===== src/rtl/serial_alu_seq.sv =====
// ---------------------------------------------------------------------------
// serial_alu_seq
// Bit-serial ALU. One result bit is produced per clock, LSB first, through a
// single 1-bit slice (AND / OR / full adder) with a registered carry.
// An operation takes WIDTH cycles from the accepting start edge to the cycle
// in which done pulses.
//
// Parameters
//   WIDTH     operand/result width in bits (>= 2)
// Ports
//   clk       rising-edge clock
//   rst_n     asynchronous active-low reset
//   start     begin an operation (sampled only while idle)
//   in1, in2  operands, captured when start is accepted
//   carryin   carry into bit 0 for ADD, captured when start is accepted
//   control   opcode: 00 AND, 01 OR, 10 ADD, 11 SUB (in1 - in2)
//   busy      high while bits are being computed
//   done      one-cycle pulse when the result is published
//   result    last completed result (held between operations)
//   carryout  carry out of the MSB for ADD/SUB (1 = no borrow for SUB), 0 otherwise
//   zero      high when result == 0
// ---------------------------------------------------------------------------
module serial_alu_seq #(
   parameter int WIDTH = 8
) (
   input  logic             clk,
   input  logic             rst_n,
   input  logic             start,
   input  logic [WIDTH-1:0] in1,
   input  logic [WIDTH-1:0] in2,
   input  logic             carryin,
   input  logic [1:0]       control,
   output logic             busy,
   output logic             done,
   output logic [WIDTH-1:0] result,
   output logic             carryout,
   output logic             zero
);

   localparam int CW = (WIDTH > 2) ? $clog2(WIDTH) : 1;
   localparam logic [CW-1:0] LAST_BIT = CW'(WIDTH - 1);

   localparam logic [1:0] OP_AND = 2'b00;
   localparam logic [1:0] OP_OR  = 2'b01;
   localparam logic [1:0] OP_ADD = 2'b10;
   localparam logic [1:0] OP_SUB = 2'b11;

   typedef enum logic [1:0] {
      S_IDLE = 2'd0,
      S_RUN  = 2'd1,
      S_DONE = 2'd2
   } state_t;

   state_t           state_q,    state_d;
   logic [WIDTH-1:0] a_q,        a_d;
   logic [WIDTH-1:0] b_q,        b_d;
   logic [WIDTH-1:0] acc_q,      acc_d;
   logic [1:0]       op_q,       op_d;
   logic             carry_q,    carry_d;
   logic [CW-1:0]    cnt_q,      cnt_d;
   logic [WIDTH-1:0] result_q,   result_d;
   logic             carryout_q, carryout_d;
   logic             zero_q,     zero_d;

   // Slice signals
   logic slice_a;
   logic slice_b;
   logic slice_bit;
   logic slice_carry;
   logic is_arith;

   // Single 1-bit slice operating on the current LSBs of the shift registers
   always_comb begin
      slice_a     = a_q[0];
      // SUB adds the inverted subtrahend; the +1 comes from the preset carry
      slice_b     = (op_q == OP_SUB) ? ~b_q[0] : b_q[0];
      slice_bit   = 1'b0;
      slice_carry = carry_q;
      is_arith    = 1'b0;
      case (op_q)
         OP_AND: begin
            slice_bit   = slice_a & slice_b;
            slice_carry = carry_q;
         end
         OP_OR: begin
            slice_bit   = slice_a | slice_b;
            slice_carry = carry_q;
         end
         OP_ADD, OP_SUB: begin
            slice_bit   = slice_a ^ slice_b ^ carry_q;
            slice_carry = (slice_a & slice_b) | (carry_q & (slice_a ^ slice_b));
            is_arith    = 1'b1;
         end
         default: begin
            slice_bit   = 1'b0;
            slice_carry = carry_q;
            is_arith    = 1'b0;
         end
      endcase
   end

   // Next-state and datapath control for the IDLE/RUN/DONE sequencer
   always_comb begin
      state_d    = state_q;
      a_d        = a_q;
      b_d        = b_q;
      acc_d      = acc_q;
      op_d       = op_q;
      carry_d    = carry_q;
      cnt_d      = cnt_q;
      result_d   = result_q;
      carryout_d = carryout_q;
      zero_d     = zero_q;
      case (state_q)
         S_IDLE: begin
            if (start) begin
               state_d = S_RUN;
               a_d     = in1;
               b_d     = in2;
               op_d    = control;
               acc_d   = {WIDTH{1'b0}};
               cnt_d   = {CW{1'b0}};
               case (control)
                  OP_ADD:  carry_d = carryin;
                  OP_SUB:  carry_d = 1'b1;
                  default: carry_d = 1'b0;
               endcase
            end else begin
               state_d = S_IDLE;
            end
         end
         S_RUN: begin
            a_d     = {1'b0, a_q[WIDTH-1:1]};
            b_d     = {1'b0, b_q[WIDTH-1:1]};
            // Partial result fills from the MSB side so bit 0 lands at the LSB
            acc_d   = {slice_bit, acc_q[WIDTH-1:1]};
            carry_d = slice_carry;
            if (cnt_q == LAST_BIT) begin
               // Counter parks on the last index instead of wrapping
               cnt_d      = cnt_q;
               state_d    = S_DONE;
               result_d   = {slice_bit, acc_q[WIDTH-1:1]};
               carryout_d = is_arith ? slice_carry : 1'b0;
               zero_d     = ({slice_bit, acc_q[WIDTH-1:1]} == {WIDTH{1'b0}});
            end else begin
               cnt_d   = cnt_q + {{(CW-1){1'b0}}, 1'b1};
               state_d = S_RUN;
            end
         end
         S_DONE: begin
            state_d = S_IDLE;
         end
         default: begin
            state_d = S_IDLE;
         end
      endcase
   end

   // State, datapath and published-output registers
   always_ff @(posedge clk or negedge rst_n) begin
      if (!rst_n) begin
         state_q    <= S_IDLE;
         a_q        <= {WIDTH{1'b0}};
         b_q        <= {WIDTH{1'b0}};
         acc_q      <= {WIDTH{1'b0}};
         op_q       <= 2'b00;
         carry_q    <= 1'b0;
         cnt_q      <= {CW{1'b0}};
         result_q   <= {WIDTH{1'b0}};
         carryout_q <= 1'b0;
         zero_q     <= 1'b1;
      end else begin
         state_q    <= state_d;
         a_q        <= a_d;
         b_q        <= b_d;
         acc_q      <= acc_d;
         op_q       <= op_d;
         carry_q    <= carry_d;
         cnt_q      <= cnt_d;
         result_q   <= result_d;
         carryout_q <= carryout_d;
         zero_q     <= zero_d;
      end
   end

   assign busy     = (state_q == S_RUN);
   assign done     = (state_q == S_DONE);
   assign result   = result_q;
   assign carryout = carryout_q;
   assign zero     = zero_q;

endmodule


===== config.mk =====
export PLATFORM = sky130hd
export DESIGN_NAME = serial_alu_seq
export DESIGN_NICKNAME = d
export VERILOG_FILES = /design/src/rtl/serial_alu_seq.sv
export SDC_FILE = /design/constraint.sdc
export NUM_CORES = 1
export LEC_CHECK = 0
export ABC_AREA = 1
export CAP_MARGIN = 20
export CORE_ASPECT_RATIO = 0.9
export CORE_MARGIN = 5
export CORE_UTILIZATION = 30
export CTS_BUF_LIST = sky130_fd_sc_hd__clkbuf_8
export CTS_CLUSTER_DIAMETER = 40
export DETAILED_ROUTE_END_ITERATION = 16
export SLEW_MARGIN = 20
export SYNTH_ARGS = -nofsm -noshare
export SYNTH_HDL_FRONTEND = slang
export SYNTH_SLANG_ARGS = --single-unit

===== constraint.sdc =====
create_clock -name clk -period 2.1 [get_ports clk]
set_clock_uncertainty 0.2 [all_clocks]
set_input_delay 0.63 -clock clk [delete_from_list [all_inputs] [get_ports clk]]
set_output_delay 0.63 -clock clk [all_outputs]
set_load 0.03 [all_outputs]

**Yosys cells after proc, flatten, opt, wreduce, memory -nomap -nowiden**

Cells that the tools add are included.

- $add $sub $neg: 1
- Eq/ne operators: 10
- Mux-type cells: 20
- Bitwise gates (word level): 7
- Reductions and logical operators: 10

Operators by type and width:

| operator | count |
|---|---|
| case mux 8 bit (2 select lines) | 3 |
| 2-to-1 mux 8 bit | 3 |
| equality test 2 bit, second input constant | 5 |
| zero test 8 bit | 1 |
| 2-to-1 mux 3 bit | 2 |
| case mux 1 bit (2 select lines) | 3 |
| case mux 3 bit (2 select lines) | 1 |
| AND reduction 2 bit | 3 |
| 2-to-1 mux 1 bit | 5 |
| equality test 2 x 1 -> 1 bit, second input constant | 2 |
| zero test 2 bit | 2 |
| inequality test 2 bit, second input constant | 2 |
| case mux 2 bit (2 select lines) | 1 |
| OR reduction 2 bit | 2 |
| adder 3 x 1 -> 3 bit, second input constant | 1 |
| equality test 3 bit, second input constant | 1 |
| case mux 1 bit (3 select lines) | 1 |
| AND reduction 3 bit | 1 |
| AND 1 bit | 2 |
| 2-to-1 mux 2 bit | 1 |
| bitwise OR 1 bit | 2 |
| nonzero test 2 bit | 1 |
| bitwise XOR 1 bit | 2 |
| NOT 1 bit | 1 |

- Register bits after elaboration: 42
- Input bits: 22
- Output and inout port bits: 12
- Logic and storage cells: 58

**Logic depth before layout (Yosys ltp)**

Gate-level depths: netlist of run 1.

- Word-level depth: 7
- Mapped depth: 9
- Gate-level depth less buffers: 9

**Worst setup path before layout of run 1**

No wires, ideal clock.

- Path kind: register to register
- From: register op_q[0]
- To: register acc_q[7]
- Library setup time: 0.127 ns
- Data arrival time: 1.560 ns
- Required time: 1.773 ns
- Setup slack: 0.213 ns
- Cell stages (with the launch flop): 8
- Path buffers: 0
- Period minus slack after synthesis: 1.887 ns
- Path through: dfrtp_1 nand2_1 xor2_1 inv_1 fa_1 or2_2 nand3_1 o21ai_0

- Word-level cells in the longest chain between the ends: 6
- Elaborated cells on any way between the ends: 12
- Classes of those cells: 3 x eq/ne; 3 x mux; 4 x bitwise; 2 x reduce/logical

Ends and longest elaborated chain:

| what | line | RTL |
|---|---|---|
| from (decl) | 58 | `logic [1:0] op_q, op_d;` |
| from (signal assigned) | 177 | `op_q <= op_d;` |
| equality test 2 bit | 76, 80 |  |
| 2-to-1 mux 1 bit | 76 | `slice_b = (op_q == OP_SUB) ? ~b_q[0] : b_q[0];` |
| bitwise XOR 1 bit (2 in a row) | 90 | `slice_bit = slice_a ^ slice_b ^ carry_q;` |
| case mux 1 bit (3 select lines) (*) | 80 | `case (op_q)` |
| case mux 8 bit (2 select lines) (*) | 114 | `case (state_q)` |
| to (signal assigned) | 165 | `acc_q <= {WIDTH{1'b0}};` |
| to (decl) | 57 | `logic [WIDTH-1:0] acc_q, acc_d;` |

Mark *: on every way between the ends. The rest lies on a longest branch, timed or not.
A chain may end at the register's enable or synchronous reset.

**Worst setup path after layout of run 1**

- From: register zero_q (netlist: zero)
- To: output port zero

RTL lines:

| what | line | RTL |
|---|---|---|
| from (decl) | 63 | `logic zero_q, zero_d;` |
| from (signal assigned) | 182 | `zero_q <= zero_d;` |
| to (decl) | 37 | `output logic zero` |

No word-level cell between the ends.

==> flow_metrics.tcl, run 1 <==
set metrics [dict create \
    status "finished clean" \
    cp_max_fo 2 \
    avgSynthCellArea_um2 9.18 \
    ys_async_sr_fraction_pct 100 \
    stdcell_count 314 \
    r2r_end "acc_q[7]$_DFFE_PN0P_" \
    final_nets 268 \
    gp_congestion 0.778 \
    peakVddDrop_mv 0.344 \
    critical_path.max_stage_delay_ps 530 \
    syn_area_um2 1840 \
    vias_per_cell 4.50 \
    power_density_nw_per_um2 1430 \
    cp_cell_sequence "dlygate4sd2_1" \
    internal_power_mw 2.05 \
    grt_pass1_wl_mm 6.71 \
    initial_utilization_pct 30.5 \
    first_iter_violations 46 \
    post_cts_buffers 0 \
    synth_cells 201 \
    hold_viol_final 0 \
    synth-edff-count 0 \
    synthDistinctLibCells 21 \
    path_delay_family "flip-flops" \
    finalCriticalPeriod_ps 2040 \
    die-width_um 92.6 \
    leakagePower_nw 1.16 \
    vias 1412 \
    ys_warn_count 0 \
    cp.buffers_inverters 1 \
    io_pins 34 \
    power.switching_mw 1.35 \
    rrSetupSlack_ps 120 \
    cp-start-kind "flip-flop" \
    dpl.cell_count 306 \
    final_cell_mix "nand2_1, dfrtp_1, nand3_1, clkdlybuf4s50_1, inv_1" \
    routedWlPerCell_um 12.0 \
    max_slew_margin_pct 72.4 \
    clkPwrFrac_pct 19.3 \
    rsz0062_at_grt "false" \
    n_antenna_cell 0 \
    end_kind "output port" \
    grt_pass1_vias 1391 \
    drive_above_1_share_pct 13.2 \
    synth_seq_cells 41 \
    finalMaxSlewViolations 0 \
    swShare_pct 39.7 \
    grt_usage_pct 10.7 \
    worstSetupPathType "flip-flop to output port" \
    seqPwrFrac_pct 38.7 \
    overflow 0 \
    setup_viol 0 \
    antenna_found_initial 0 \
    final.period_utilization_pct 97.1 \
    worst_slew_pin_slew_ps 414 \
    hpwlAfterDp_mm 2.80 \
    worstPathRequired_ps 1270 \
    core_area_um2 6050 \
    ys_seq_area_share_pct 55.7 \
    tns_ps 0 \
    htreeDepth 2 \
    crit_slowest_cell "dfstp_2" \
    crit_arrival_ps 1210 \
    rows 27 \
    drcViolationCount 0 \
    power_frac_comb_pct 42.0 \
    cts_buffer_depth 2 \
    synthFlopType "dfrtp_1" \
    r2r_start "op_q[0]$_DFFE_PN0P_" \
    hold_path_class "input port to asynchronous set/reset pin" \
    wirelength_mm 3.76 \
    root_buffer "clkbuf_8" \
    cts_tree "built" \
    die_area_um2 7820 \
    max_cap_violations 0 \
    path_clk_slew_ps 80 \
    layout_commonest_cell "nand2_1" \
    grt_max_degree 27 \
    drt-pass1-iter-count 5 \
    clock_latency_ps 290 \
    cts_buffers 5 \
    portBuffers 33 \
    syn_to_final_growth_pct 28.8 \
    reg2reg_depth 7 \
    die_h_um 84.4 \
    clock_sinks 41 \
    postRouteAntennaNets 0 \
    timing.fmax_mhz 490 \
    synth_fp_nets 228 \
]
## flip-flops by register name, summed over array words and instances (netlist names)
signal    count
carryout      1
state_q       2
result        8
carry_q       1
a_q           8
zero          1
cnt_q         3
b_q           8
acc_q         7
op_q          2
## worst register-to-register path: cells and delay by family, from the launching register on
family / cells / cell delay (ps)
XOR/XNOR: 1 / 170
AO/OA/AOI/OAI: 1 / 70
adder cells (fa/ha/maj): 1 / 440
flip-flops: 1 / 400
buffers and inverters: 1 / 100
AND/OR/NAND/NOR: 3 / 500
## kinds of logic after synthesis
kind of cell | Yosys count | synth area share (%)
AND/OR/NAND/NOR | 110 | 25.6
flip-flops | 41 | 55.7
buffers and inverters | 23 | 6.44
AO/OA/AOI/OAI | 21 | 7.94
adder cells (fa/ha/maj) | 5 | 3.80
XOR/XNOR | 1 | 0.475
## how the worst max path moves through the flow
stage	start	end	cells after the start
2_1_floorplan	op_q[0]$_DFFE_PN0P_	acc_q[7]$_DFFE_PN0P_	7
3_3_place_gp	start	op_q[1]$_DFFE_PN0P_	5
3_5_place_dp	start	op_q[0]$_DFFE_PN0P_	5
4_1_cts	zero$_DFFE_PN1P_	zero	1
5_1_grt	op_q[1]$_DFFE_PN0P_	acc_q[7]$_DFFE_PN0P_	7
6_report	zero$_DFFE_PN1P_	zero	1
## Yosys cell counts (3+ instances only)
cell	n	area (um2)
dfrtp_1	40	1000
o21ai_2	7	61.3
nor2_1	7	26.3
nand3_1	22	110
o21ai_0	5	25.0
o22ai_1	6	37.5
inv_1	15	56.3
buf_6	3	33.8
ha_1	4	50.1
nand2_1	76	285
## layer usage
| layer | GRT usage (%) | share of wire [%] | vias to the layer above |
|---|---|---|---|
| met5 | 0 | 0 | - |
| met4 | 3.99 | 1.3 | 0 |
| met3 | 2.78 | 4.6 | 5 |
| met2 | 16.8 | 46 | 31 |
| met1 | 14.4 | 48 | 657 |
| li1 | - | - | 719 |
## power groups by stage
stage | sequential (mW) | combinational, mW | clock, mW
floorplan | 1.48 | 0.885 | 0
global placement | 1.32 | 1.48 | 0
detailed placement | 1.33 | 1.52 | 0
CTS | 1.32 | 1.46 | 0.673
global route | 1.36 | 1.62 | 0.714
finish | 1.31 | 1.43 | 0.655
## area by class of cell
cell class,count,area [um2]
inverters,18,70.1
clock inverters,2,37.5
multi-input cells,137,698
flip-flops and latches,41,1030
repair buffers,38,370
well taps,72,90.1
clock buffers,6,82.6
fillers,606,3670
## per-stage QoR
stage | power, mW | util (%) | instance area, um2 | worst slack [ps] | hold WS [ps]
5_1_grt | 3.70 | 39.3 | 2380 | 5.10 | 80.2
3_3_place_gp | 2.80 | 37.5 | 2270 | 81.9 | 255
6_report | 3.40 | 39.3 | 2380 | 60.7 | 60.8
4_1_cts | 3.45 | 39.3 | 2380 | 45.8 | 68.9
3_5_place_dp | 2.85 | 37.5 | 2270 | 81.4 | 258
2_1_floorplan | 2.36 | - | 1840 | 213 | 134
## repair_timing
action,in CTS,in global routing
endpoints found under the setup margin,10,1
hold buffers,0,0
pin swaps,0,1
resized for setup,10,0
Note: power is estimated with default switching activity, not from simulation.
==> run 2, diff against run 1 <==
PLACE_DENSITY = 0.6   (was default)
==> results of run 2 <==
Final layout, timing and power as in run 1 (identical DEF).
==> run 3, diff against run 2 <==
CORE_ASPECT_RATIO = 0.7   (was 0.9)
PLACE_DENSITY = default   (was 0.6)
==> run 3 against run 2 <==
Net effect:
- utilization increased by 0.76 points
- non-clock buffer count unchanged
- count of clock-buffer cells in the layout decreased by 1
- worst hold slack improved by 43 ps
- via count decreased by 2.0%
- critical endpoint unchanged
==> flow_metrics.tcl, run 3 (synthesis results as in run 1) <==
set metrics [dict create \
    cts_buffer_depth 2 \
    status "finished clean" \
    grt_usage_pct 10.6 \
    hpwlAfterDp_mm 2.80 \
    io_pins 34 \
    first_iter_violations 73 \
    cp.buffers_inverters 1 \
    finalMaxSlewViolations 0 \
    crit_arrival_ps 1210 \
    clock_latency_ps 290 \
    syn_to_final_growth_pct 26.9 \
    vias_per_cell 4.37 \
    cts_buffers 5 \
    timing.fmax_mhz 491 \
    n_antenna_cell 0 \
    rsz0062_at_grt "false" \
    peakVddDrop_mv 0.305 \
    cp_cell_sequence "dlygate4sd2_1" \
    initial_utilization_pct 31.6 \
    layout_commonest_cell "nand2_1" \
    final_nets 268 \
    seqPwrFrac_pct 40.7 \
    tns_ps 0 \
    cp-start-kind "flip-flop" \
    antenna_found_initial 0 \
    clock_sinks 41 \
    htreeDepth 2 \
    gp_congestion 0.769 \
    drive_above_1_share_pct 12.0 \
    grt_pass1_vias 1355 \
    die_area_um2 7840 \
    top_usage_layer "met2" \
    use_met3_pct 3.22 \
    cp_max_fo 2 \
    r2r_end "acc_q[7]$_DFFE_PN0P_" \
    drcViolationCount 0 \
    wirelength_mm 3.90 \
    final.period_utilization_pct 96.9 \
    swShare_pct 41.7 \
    finalCriticalPeriod_ps 2040 \
    drt-pass1-iter-count 4 \
    worstSetupPathType "flip-flop to output port" \
    grt_max_degree 42 \
    postRouteAntennaNets 0 \
    hold_path_class "input port to asynchronous set/reset pin" \
    reg2reg_depth 7 \
    max_slew_margin_pct 78.4 \
    worst_slew_pin_slew_ps 323 \
    hold_viol_final 0 \
    root_buffer "clkbuf_8" \
    hold_ws_ps 103 \
    path_clk_slew_ps 80 \
    max_cap_violations 0 \
    overflow 0 \
    setup_viol 0 \
    r2r_start "op_q[1]$_DFFE_PN0P_" \
    power_frac_comb_pct 44.5 \
    core_area_um2 5840 \
    end_kind "output port" \
    cts_tree "built" \
    rows 23 \
    die-width_um 104 \
    n_fill_cell 587 \
    power_density_nw_per_um2 1380 \
    leakagePower_nw 1.15 \
    path_delay_family "flip-flops" \
    clkPwrFrac_pct 14.8 \
    power.switching_mw 1.35 \
    die_h_um 75.6 \
    internal_power_mw 1.88 \
    rrSetupSlack_ps 70 \
    crit_slowest_cell "dfstp_2" \
    portBuffers 33 \
    grt_pass1_wl_mm 6.53 \
    worstPathRequired_ps 1270 \
    final_cell_mix "nand2_1, dfrtp_1, nand3_1, clkdlybuf4s50_1, inv_1" \
    met1_usage_pct 14.4 \
    vias 1384 \
    critical_path.max_stage_delay_ps 530 \
    grt_use_met2_pct 16.0 \
    routedWlPerCell_um 12.3 \
]
## run 3: changes by cell type in the layout (fill, tap and decap cells not counted)
cell        before  now
bufinv_16        1    0
inv_1           15   18
clkbuf_8         6    5
clkinvlp_4       1    0
## run 3: worst max-delay path by stage
stage                              from                    to  slack (ps)  depth (start not counted)
finish                 zero$_DFFE_PN1P_                  zero          60                          1
detailed placement  op_q[1]$_DFFE_PN0P_  acc_q[7]$_DFFE_PN0P_          50                          7
floorplan           op_q[0]$_DFFE_PN0P_  acc_q[7]$_DFFE_PN0P_         210                          7
global route        op_q[1]$_DFFE_PN0P_  acc_q[7]$_DFFE_PN0P_         0.4                          7
CTS                 op_q[1]$_DFFE_PN0P_  acc_q[7]$_DFFE_PN0P_          40                          7
global placement       zero$_DFFE_PN1P_                  zero         110                          1
## run 3: area by class of cell
| cell class | count | area (um2) | share of cell area [%] |
|---|---|---|---|
| sequential | 41 | 1030 | 43.9 |
| timing repair buffer | 38 | 370 | 15.8 |
| clock buffer | 5 | 68.8 | 2.94 |
| multi-input combinational | 137 | 698 | 29.8 |
| inverter | 18 | 70.1 | 2.99 |
| clock inverter | 3 | 11.3 | 0.481 |
| tap | 75 | 93.8 | 4.01 |
## run 3: power groups by stage
stage / clock (mW) / combinational [mW] / sequential [mW]
floorplan: 0 / 0.885 / 1.48
global placement: 0 / 1.48 / 1.32
detailed placement: 0 / 1.52 / 1.34
CTS: 0.494 / 1.46 / 1.32
global route: 0.535 / 1.62 / 1.36
finish: 0.477 / 1.44 / 1.32
## run 3: metrics by stage
step	setup WS (ps)	util, %	instance area (um2)	power [mW]	instances
6_report	64.3	40.1	2340	3.23	317
5_1_grt	0.371	40.1	2340	3.52	317
4_1_cts	42.0	40.1	2340	3.27	317
3_5_place_dp	49.9	38.9	2270	2.86	309
3_3_place_gp	107	38.9	2270	2.80	309
2_1_floorplan	213	-	1840	2.36	201
## run 3: timing repair
item                                    in CTS  in global routing
endpoints found under the setup margin      10                  0
resized for setup                           10                  0
setup buffers                                0                  0
hold buffers                                 0                  0
## run 3: routing by layer
| metal | vias to the layer above | share of wire (%) |
|---|---|---|
| li1 | 715 | - |
| met1 | 628 | 52 |
| met2 | 36 | 42 |
| met3 | 5 | 5.7 |
| met4 | 0 | 1.0 |
| met5 | - | 0 |
